## config.mk

```make
export PLATFORM = sky130hd
export DESIGN_NAME = instr_fetch_flat
export DESIGN_NICKNAME = d
export VERILOG_FILES = /design/src/rtl/instr_fetch_if.sv /design/src/rtl/instr_fetch.sv /design/src/flat_wrapper.sv
export SDC_FILE = /design/constraint.sdc
export NUM_CORES = 2
export LEC_CHECK = 0
export CORE_ASPECT_RATIO = 1.1
export CORE_MARGIN = 2
export CORE_UTILIZATION = 50
export CTS_BUF_LIST = sky130_fd_sc_hd__clkbuf_8
export CTS_CLUSTER_DIAMETER = 30
export CTS_CLUSTER_SIZE = 30
export DETAILED_ROUTE_END_ITERATION = 7
export PLACE_DENSITY = 0.7
export SLEW_MARGIN = 25
export SYNTH_ARGS = -nofsm -noshare
export SYNTH_HDL_FRONTEND = slang
export SYNTH_SLANG_ARGS = --single-unit
```

## constraint.sdc

```tcl
create_clock -name clk_i -period 12.75 [get_ports clk_i]
set_input_delay 3.825 -clock clk_i [delete_from_list [all_inputs] [get_ports clk_i]]
set_output_delay 3.825 -clock clk_i [all_outputs]
set_load 0.03 [all_outputs]
```

## src/rtl/instr_fetch_if.sv

```systemverilog
// Fetch-stage bundle: host control/load side plus the instruction stream to the execute stage.
interface instr_fetch_if #(
  parameter int IMEM_DEPTH = 64,
  parameter int FIFO_DEPTH = 4
);
  localparam int AW = $clog2(IMEM_DEPTH);
  localparam int CW = $clog2(FIFO_DEPTH) + 1;

  logic          run;
  logic          load_en;
  logic [AW-1:0] load_addr;
  logic [31:0]   load_data;
  logic [31:0]   instruction;
  logic          instr_valid;
  logic          instr_ready;
  logic [31:0]   instr_pc;
  logic [CW-1:0] fifo_count;
  logic          done;

  // master: the fetch unit, which sources the instruction stream
  modport master (
    input  run, load_en, load_addr, load_data, instr_ready,
    output instruction, instr_valid, instr_pc, fifo_count, done
  );

  // slave: host/consumer side driving control and accepting instructions
  modport slave (
    output run, load_en, load_addr, load_data, instr_ready,
    input  instruction, instr_valid, instr_pc, fifo_count, done
  );
endinterface

```

## src/rtl/instr_fetch.sv

```systemverilog
// Instruction fetch: loadable IMEM, PC, sync-read issue and a prefetch FIFO that stops
// at an all-zero terminator word or the last memory word.
module instr_fetch #(
  parameter int          IMEM_DEPTH = 64,
  parameter int          FIFO_DEPTH = 4,
  parameter logic [31:0] RESET_PC   = 32'h0
) (
  input  logic          clk_i,
  input  logic          rst_i,
  instr_fetch_if.master bus
);
  localparam int AW = $clog2(IMEM_DEPTH);
  localparam int PW = $clog2(FIFO_DEPTH);
  localparam int CW = PW + 1;

  localparam logic [1:0] S_IDLE  = 2'd0;
  localparam logic [1:0] S_FETCH = 2'd1;
  localparam logic [1:0] S_DRAIN = 2'd2;
  localparam logic [1:0] S_DONE  = 2'd3;

  localparam logic [AW-1:0] LAST_IDX = '1;
  localparam logic [CW:0]   FD       = (CW+1)'(FIFO_DEPTH);

  logic [1:0]    state_q, state_d;
  logic [31:0]   pc_q, pc_d;
  logic [31:0]   rd_pc_q;
  logic [31:0]   rdata_q;
  logic          inflight_q;
  logic [PW-1:0] wptr_q, rptr_q;
  logic [CW-1:0] count_q;

  logic [31:0] mem     [IMEM_DEPTH];
  logic [31:0] fifo_w  [FIFO_DEPTH];
  logic [31:0] fifo_pc [FIFO_DEPTH];

  logic          term, push, pop, issue, mem_we;
  logic [CW:0]   occ;

  assign term   = inflight_q && (rdata_q == 32'h0);
  assign push   = inflight_q && (rdata_q != 32'h0);
  assign pop    = bus.instr_valid && bus.instr_ready;
  // Reserve a FIFO slot for the in-flight read so a returning word always fits.
  assign occ    = {1'b0, count_q} + {{CW{1'b0}}, inflight_q};
  assign issue  = (state_q == S_FETCH) && bus.run && !term && (occ < FD);
  assign mem_we = bus.load_en && ((state_q == S_IDLE) || (state_q == S_DONE));

  always_comb begin
    state_d = state_q;
    pc_d    = pc_q;
    unique case (state_q)
      S_IDLE: if (bus.run && !bus.load_en) state_d = S_FETCH;
      S_FETCH: begin
        if (issue) pc_d = pc_q + 32'd4;
        if (term) begin
          pc_d    = rd_pc_q;
          state_d = S_DRAIN;
        end else if (issue && (pc_q[AW+1:2] == LAST_IDX)) begin
          state_d = S_DRAIN;
        end else if (!bus.run && !inflight_q) begin
          state_d = S_IDLE;
        end
      end
      S_DRAIN: begin
        if (term) pc_d = rd_pc_q;
        if ((count_q == '0) && !inflight_q) state_d = S_DONE;
      end
      S_DONE: if (!bus.run) begin
        pc_d    = RESET_PC;
        state_d = S_IDLE;
      end
      default: state_d = S_IDLE;
    endcase
  end

  always_ff @(posedge clk_i) begin
    if (rst_i) begin
      state_q    <= S_IDLE;
      pc_q       <= RESET_PC;
      inflight_q <= 1'b0;
      wptr_q     <= '0;
      rptr_q     <= '0;
      count_q    <= '0;
    end else begin
      state_q    <= state_d;
      pc_q       <= pc_d;
      inflight_q <= issue;
      if (push) wptr_q <= wptr_q + 1'b1;
      if (pop)  rptr_q <= rptr_q + 1'b1;
      if (push && !pop)      count_q <= count_q + 1'b1;
      else if (pop && !push) count_q <= count_q - 1'b1;
    end
  end

  // Storage and read datapath carry no reset; memory survives rst by design.
  always_ff @(posedge clk_i) begin
    if (mem_we) mem[bus.load_addr] <= bus.load_data;
    if (issue) begin
      rdata_q <= mem[pc_q[AW+1:2]];
      rd_pc_q <= pc_q;
    end
    if (push) begin
      fifo_w[wptr_q]  <= rdata_q;
      fifo_pc[wptr_q] <= rd_pc_q;
    end
  end

  assign bus.instr_valid = (count_q != '0);
  assign bus.instruction = bus.instr_valid ? fifo_w[rptr_q]  : 32'h0;
  assign bus.instr_pc    = bus.instr_valid ? fifo_pc[rptr_q] : 32'h0;
  assign bus.fifo_count  = count_q;
  assign bus.done        = (state_q == S_DONE);
endmodule

```

## src/flat_wrapper.sv

```systemverilog
// flat-port wrapper written by rule: the top's interface ports become plain ports
module instr_fetch_flat 
#(
  parameter int          IMEM_DEPTH = 64,
  parameter int          FIFO_DEPTH = 4,
  parameter logic [31:0] RESET_PC   = 32'h0
)
  (clk_i, rst_i, bus_run, bus_load_en, bus_load_addr, bus_load_data, bus_instr_ready, bus_instruction, bus_instr_valid, bus_instr_pc, bus_fifo_count, bus_done);
  instr_fetch_if #(.IMEM_DEPTH(IMEM_DEPTH), .FIFO_DEPTH(FIFO_DEPTH)) bus_i ();
  input  logic clk_i;
  input  logic rst_i;
  input wire logic [$bits(bus_i.run)-1:0] bus_run;
  input wire logic [$bits(bus_i.load_en)-1:0] bus_load_en;
  input wire logic [$bits(bus_i.load_addr)-1:0] bus_load_addr;
  input wire logic [$bits(bus_i.load_data)-1:0] bus_load_data;
  input wire logic [$bits(bus_i.instr_ready)-1:0] bus_instr_ready;
  output wire logic [$bits(bus_i.instruction)-1:0] bus_instruction;
  output wire logic [$bits(bus_i.instr_valid)-1:0] bus_instr_valid;
  output wire logic [$bits(bus_i.instr_pc)-1:0] bus_instr_pc;
  output wire logic [$bits(bus_i.fifo_count)-1:0] bus_fifo_count;
  output wire logic [$bits(bus_i.done)-1:0] bus_done;
  assign bus_i.run = bus_run;
  assign bus_i.load_en = bus_load_en;
  assign bus_i.load_addr = bus_load_addr;
  assign bus_i.load_data = bus_load_data;
  assign bus_i.instr_ready = bus_instr_ready;
  assign bus_instruction = bus_i.instruction;
  assign bus_instr_valid = bus_i.instr_valid;
  assign bus_instr_pc = bus_i.instr_pc;
  assign bus_fifo_count = bus_i.fifo_count;
  assign bus_done = bus_i.done;
  instr_fetch #(.IMEM_DEPTH(IMEM_DEPTH), .FIFO_DEPTH(FIFO_DEPTH), .RESET_PC(RESET_PC)) u_core (.clk_i(clk_i), .rst_i(rst_i), .bus(bus_i));
endmodule
```

---- Yosys cells after proc, flatten, opt, wreduce, memory -nomap -nowiden ----
Memories as Yosys holds them, arrays and structs flattened. A register that Yosys moved wholly into a read port is not among the register bits.
Index checks and enable logic that the tools add are counted.
storage, ports and cells
  bits in registers ....................... 74
  memory bits (writable) .................. 2,304
  output and inout bits ................... 69
  memories ................................ 3
operators by class
  add/subtract/negate cells ............... 6
  $lt $le $gt $ge ......................... 1
  equality and inequality tests ........... 10
  mux-type cells .......................... 24
  reduce and logical (&&, ||, !) cells .... 29
memory list
  memory          depth  bits a word  read ports  clocked after Yosys merged registers in  wr ports  RTL line           text
  u_core.mem      64     32           1           1                                        1         instr_fetch.sv:32  logic [31:0] mem [IMEM_DEPTH];
  u_core.fifo_pc  4      32           1           1                                        1         instr_fetch.sv:34  logic [31:0] fifo_pc [FIFO_DEPTH];
  u_core.fifo_w   4      32           1           1                                        1         instr_fetch.sv:33  logic [31:0] fifo_w [FIFO_DEPTH];
operators by type and width
  cell                                                number
  two-way mux 32 bit                                  6
  case mux 32 bit (3 select lines)                    1
  adder 32 x 3 -> 32 bit, second input constant       1
  logical NOT 32 bit                                  1
  nonzero test 32 bit                                 1
  two-way mux 2 bit                                   10
  logical AND 1 bit                                   13
  case mux 2 bit (4 select lines)                     1
  AND reduction 4 bit                                 2
  == test 6 bit, second input constant                1
  logical NOT 1 bit                                   6
  two-way mux 3 bit                                   2
  nonzero test 3 bit                                  2
  adder 2 x 1 -> 2 bit, second input constant         2
  adder 3 x 1 -> 4 bit                                1
  == test 2 bit, second input constant                2
  < comparator 4 x 3 -> 1 bit, second input constant  1
  two-way mux 1 bit                                   4
  != test 2 x 1 -> 1 bit, second input constant       2
  != test 2 bit, second input constant                2
  != test 4 x 3 -> 1 bit, second input constant       1
  adder 3 x 1 -> 3 bit, second input constant         1
  logical NOT 3 bit                                   1
  != test 3 x 1 -> 1 bit, second input constant       1
  5 further kinds                                     5

---- Depth between registers and ports, before layout ----
  depth after elaboration ................. 9
  gate-level depth with buffers ........... 9
  gate-level depth less buffers ........... 9

---- Worst setup path after synthesis ----
Ideal clock, no wire load.
  path type ............................... input port to flip-flop
  from .................................... input port bus_run
  to ...................................... register u_core.rd_pc_q[0], enable pin
  setup time .............................. 580 ps
  arrival ................................. 8,697 ps
  required time ........................... 12,170 ps
  path slack .............................. 3,473 ps
  stages on the path ...................... 2
  path through ............................ nand3b_1 nor3b_1
between the ends
  cells in the longest elaborated chain, start to end .. 3
ends and longest elaborated chain
  item                             RTL line            text
  start: declaration               flat_wrapper.sv:12  input wire logic [$bits(bus_i.run)-1:0] bus_run;
  logical AND 1 bit (3 in series)  instr_fetch.sv:44   assign issue = (state_q == S_FETCH) && bus.run && !term && (occ < FD);
  via u_core.issue                 instr_fetch.sv:36   logic term, push, pop, issue, mem_we;
  end signal: assignment           instr_fetch.sv:99   rd_pc_q <= pc_q;
  end: declaration                 instr_fetch.sv:26   logic [31:0] rd_pc_q;
The timed path passes the listed nets, and every way through them passes these cells.
A chain may end at the register's enable or synchronous reset.

==> results.cfg <==
[synth]
avgSynthCellArea_um2 = 23.69
synthXorXnorAreaFrac_pct = 0.04750
synthCells = 3892
synth_compound_area_share_pct = 1.535
yosysSeqAreaShare_pct = 78.08
synth_area_um2 = 92200
synth_top_cell_area_share_pct = 77.13
synth.net_count = 3947
async_flop_share_pct = 0
synth_largest_area_cell = edfxtp_1
ys_ff_latch = 2412
synth_edf_count = 2368
ys_warn_count = 0
synthSimpleGateAreaFrac_pct = 1.786
synth_ff_type = edfxtp_1
synth_top_family_by_area = multiplexers
yosysUniqueCellTypes = 57
synth_fa_ha_area_share_pct = 0.1710
synth_mux_area_share_pct = 17.23
synth_area_leaders = edfxtp_1 77%, mux4_2 17%, dfxtp_1 0.96%

[finish]
drive_above_1_share_pct = 34.80
nFillCells = 12690
area_growth_pct = 15.75
finalNetCount = 4406

[route]
drcViolationCount = 0
vias = 43590
drt_pass1_iterations = 6
post_drt_wl_per_cell_um = 30.04
via_per_inst = 6.124
dr.first_iter.drc_count = 5909
wirelength_um = 213800
ant_nets = 0

[die]
core.rowCount = 165
start_util_pct = 50.23
die_x_um = 413.4
io_pins = 112
core_um2 = 183500
fp.dieH_um = 454.4
dieArea_um2 = 187800

[critical_path]
worst_ep_arrival_time_ps = 3880
cp.required_ps = 8920
path_max_fanout = 41
cpMaxStageDelayCell = buf_4
cp_cell_sequence = buf_4, mux4_2, and2_1, clkdlybuf4s50_1
slowest_delay_ps = 720
crit_path_end_kind = output port
worst_setup_path_start_kind = register
critPathKind = register to output port

[run_status]
status = complete, no violations

[place]
place_ws_ps = 5160
post-dp-hpwl_um = 120900
finalWeightedCongestion = 0.8559
io_buffers = 111

[global_routing]
antenna_found_initial = 15
grt_max_degree = 123
grt_pass1_wl_um = 305800
overflow = 0
grt_pass1_vias = 43790
track_usage_pct = 22.79

[clock_network]
insertion_delay_ps = 1110
cts_tree = yes
root_buffer = clkbuf_8
postCtsHoldBufs = 0
clkTransAtPathRegs_ps = 70
clkSinkCount = 2412
post-cts-setup-buffers = 0
h-tree-depth = 5
cts_resized = 0
cts_buffer_depth = 4
numCtsBuffers = 433

[sta]
fmax_ghz = 0.1297
tns_ps = 0
min_period_ps = 7709
skew_ps = 77.21
hold_violations = 0
fin_crit_sh_pct = 60.46
fin_ws_ps = 5041
tightest_slew_ps = 1089
setup_viol = 0
max_slew_margin_pct = 27.38
rsz0062_at_grt = false
report.final.slew_viol_count = 0

[pwr]
power_density_nw_per_um2 = 176.0
power_mw = 18.79
p_leak_nw = 32.73
ir_drop_mv = 0.1294

[job]
cap_viol_max_count = 0

[min_path]
hold_path.class = register to register
==> critical path, delay by kind of cell (launching register included) <==
family	cells	cell delay (ps)
flops	1	660
simple gates	1	180
mux	1	640
buf+inv	2	1310
==> where the power goes <==
| group | internal, mW | switching, mW | total [mW] |
|---|---|---|---|
| combinational | 0.943 | 1.16 | 2.10 |
| clock | 4.50 | 3.31 | 7.80 |
| sequential | 8.79 | 0.0874 | 8.88 |
==> synthesized netlist by cell type (all sizes together), types with 12 or more instances <==
| master | number |
|---|---|
| edfxtp | 2368 |
| mux4 | 704 |
| clkbuf | 125 |
| buf | 89 |
| a22oi | 88 |
| nor2 | 88 |
| and2 | 69 |
| nand2 | 60 |
| dfxtp | 44 |
| inv | 35 |
| o32ai | 22 |
| nor3 | 21 |
| nand3 | 19 |
| nor4 | 15 |
| a2bb2oi | 12 |
==> worst paths after layout <==
check	to	from	depth (start not counted)	slack, ps
worst max-delay path	bus_instruction[19]	register	4	5040
worst min-delay path	u_core.rd_pc_q[0]$_DFFE_PP_	u_core.pc_q[0]$_SDFFE_PP0P_	0	440
worst max register to register	u_core.rdata_q[5]$_DFFE_PP_	u_core.pc_q[2]$_SDFFE_PP0P_	7	7520
worst min register to register	u_core.rd_pc_q[0]$_DFFE_PP_	u_core.pc_q[0]$_SDFFE_PP0P_	0	440
==> sequential cells by signal, indices dropped and copies added, names as in the netlist, 2 cells and up, named ones only <==
| signal | count |
|---|---|
| u_core.rptr_q | 2 |
| u_core.wptr_q | 2 |
| u_core.pc_q | 32 |
| u_core.fifo_pc | 128 |
| u_core.fifo_w | 128 |
| u_core.bus.fifo_count | 3 |
| u_core.mem | 2048 |
| u_core.rdata_q | 32 |
| u_core.rd_pc_q | 32 |
==> layer usage <==
layer  share of wire (%)  vias to the layer above  track usage (%)
li1                    -                    17830                -
met1                  39                    23090            31.55
met2                  49                     2318            35.82
met3                 9.7                      339            5.933
met4                 2.8                       12            7.170
met5               0.031                        -                0
==> cell type report <==
cell class / instances / area [µm²] / area share [%]
sequential: 2412 / 72010 / 67.47
inverter: 38 / 150.1 / 0.1407
tap: 2421 / 3029 / 2.838
clock buffer: 439 / 6042 / 5.662
multi-input combinational: 1228 / 19680 / 18.44
antenna: 4 / 10.01 / 0.009379
timing repair buffer: 238 / 2392 / 2.242
clock inverter: 338 / 3408 / 3.194
==> stage by stage <==
stage | utilization, % | hold WS (ps) | area (µm²) | std cells
floorplan | - | 406.4 | 92200 | 3892
global placement | 52.65 | 411.5 | 96640 | 6311
detailed placement | 52.82 | 418.1 | 96940 | 6323
CTS | 57.97 | 435.4 | 106400 | 7100
global route | 58.15 | 443.6 | 106700 | 7117
finish | 58.15 | 436.2 | 106700 | 7118
==> cells in the final DEF (no fill, tap or decap), types with 9 or more instances in the layout <==
cell type,synthesis,final
inv_6,0,22
a21oi_1,9,9
clkbuf_8,0,439
nand3_1,19,19
a2bb2oi_1,12,12
inv_1,35,81
clkinvlp_4,0,39
clkinv_4,0,32
mux4_2,704,704
nor4_1,15,14
buf_4,3,97
nand4_1,11,11
a22oi_1,88,88
clkdlybuf4s50_1,0,79
nor2_1,88,20
o32ai_1,22,22
buf_12,0,18
edfxtp_1,2368,2368
clkinv_2,0,78
nand2_1,60,60
and2_1,69,65
clkinv_1,3,54
bufinv_16,0,59
nor2_4,0,68
ha_1,11,11
buf_16,0,13
inv_8,0,11
a32oi_1,10,10
nor3_1,21,21
dfxtp_1,44,39
buf_2,52,31
==> cell families after synthesis <==
group	after synthesis
AOI/OAI and AO/OA	182
buffers and inverters	252
xor gates and xnor gates	5
muxes	707
adders and majority gates	12
and+or+nand+nor	322
DFF	2412
Power figures use the tool's default switching activity.
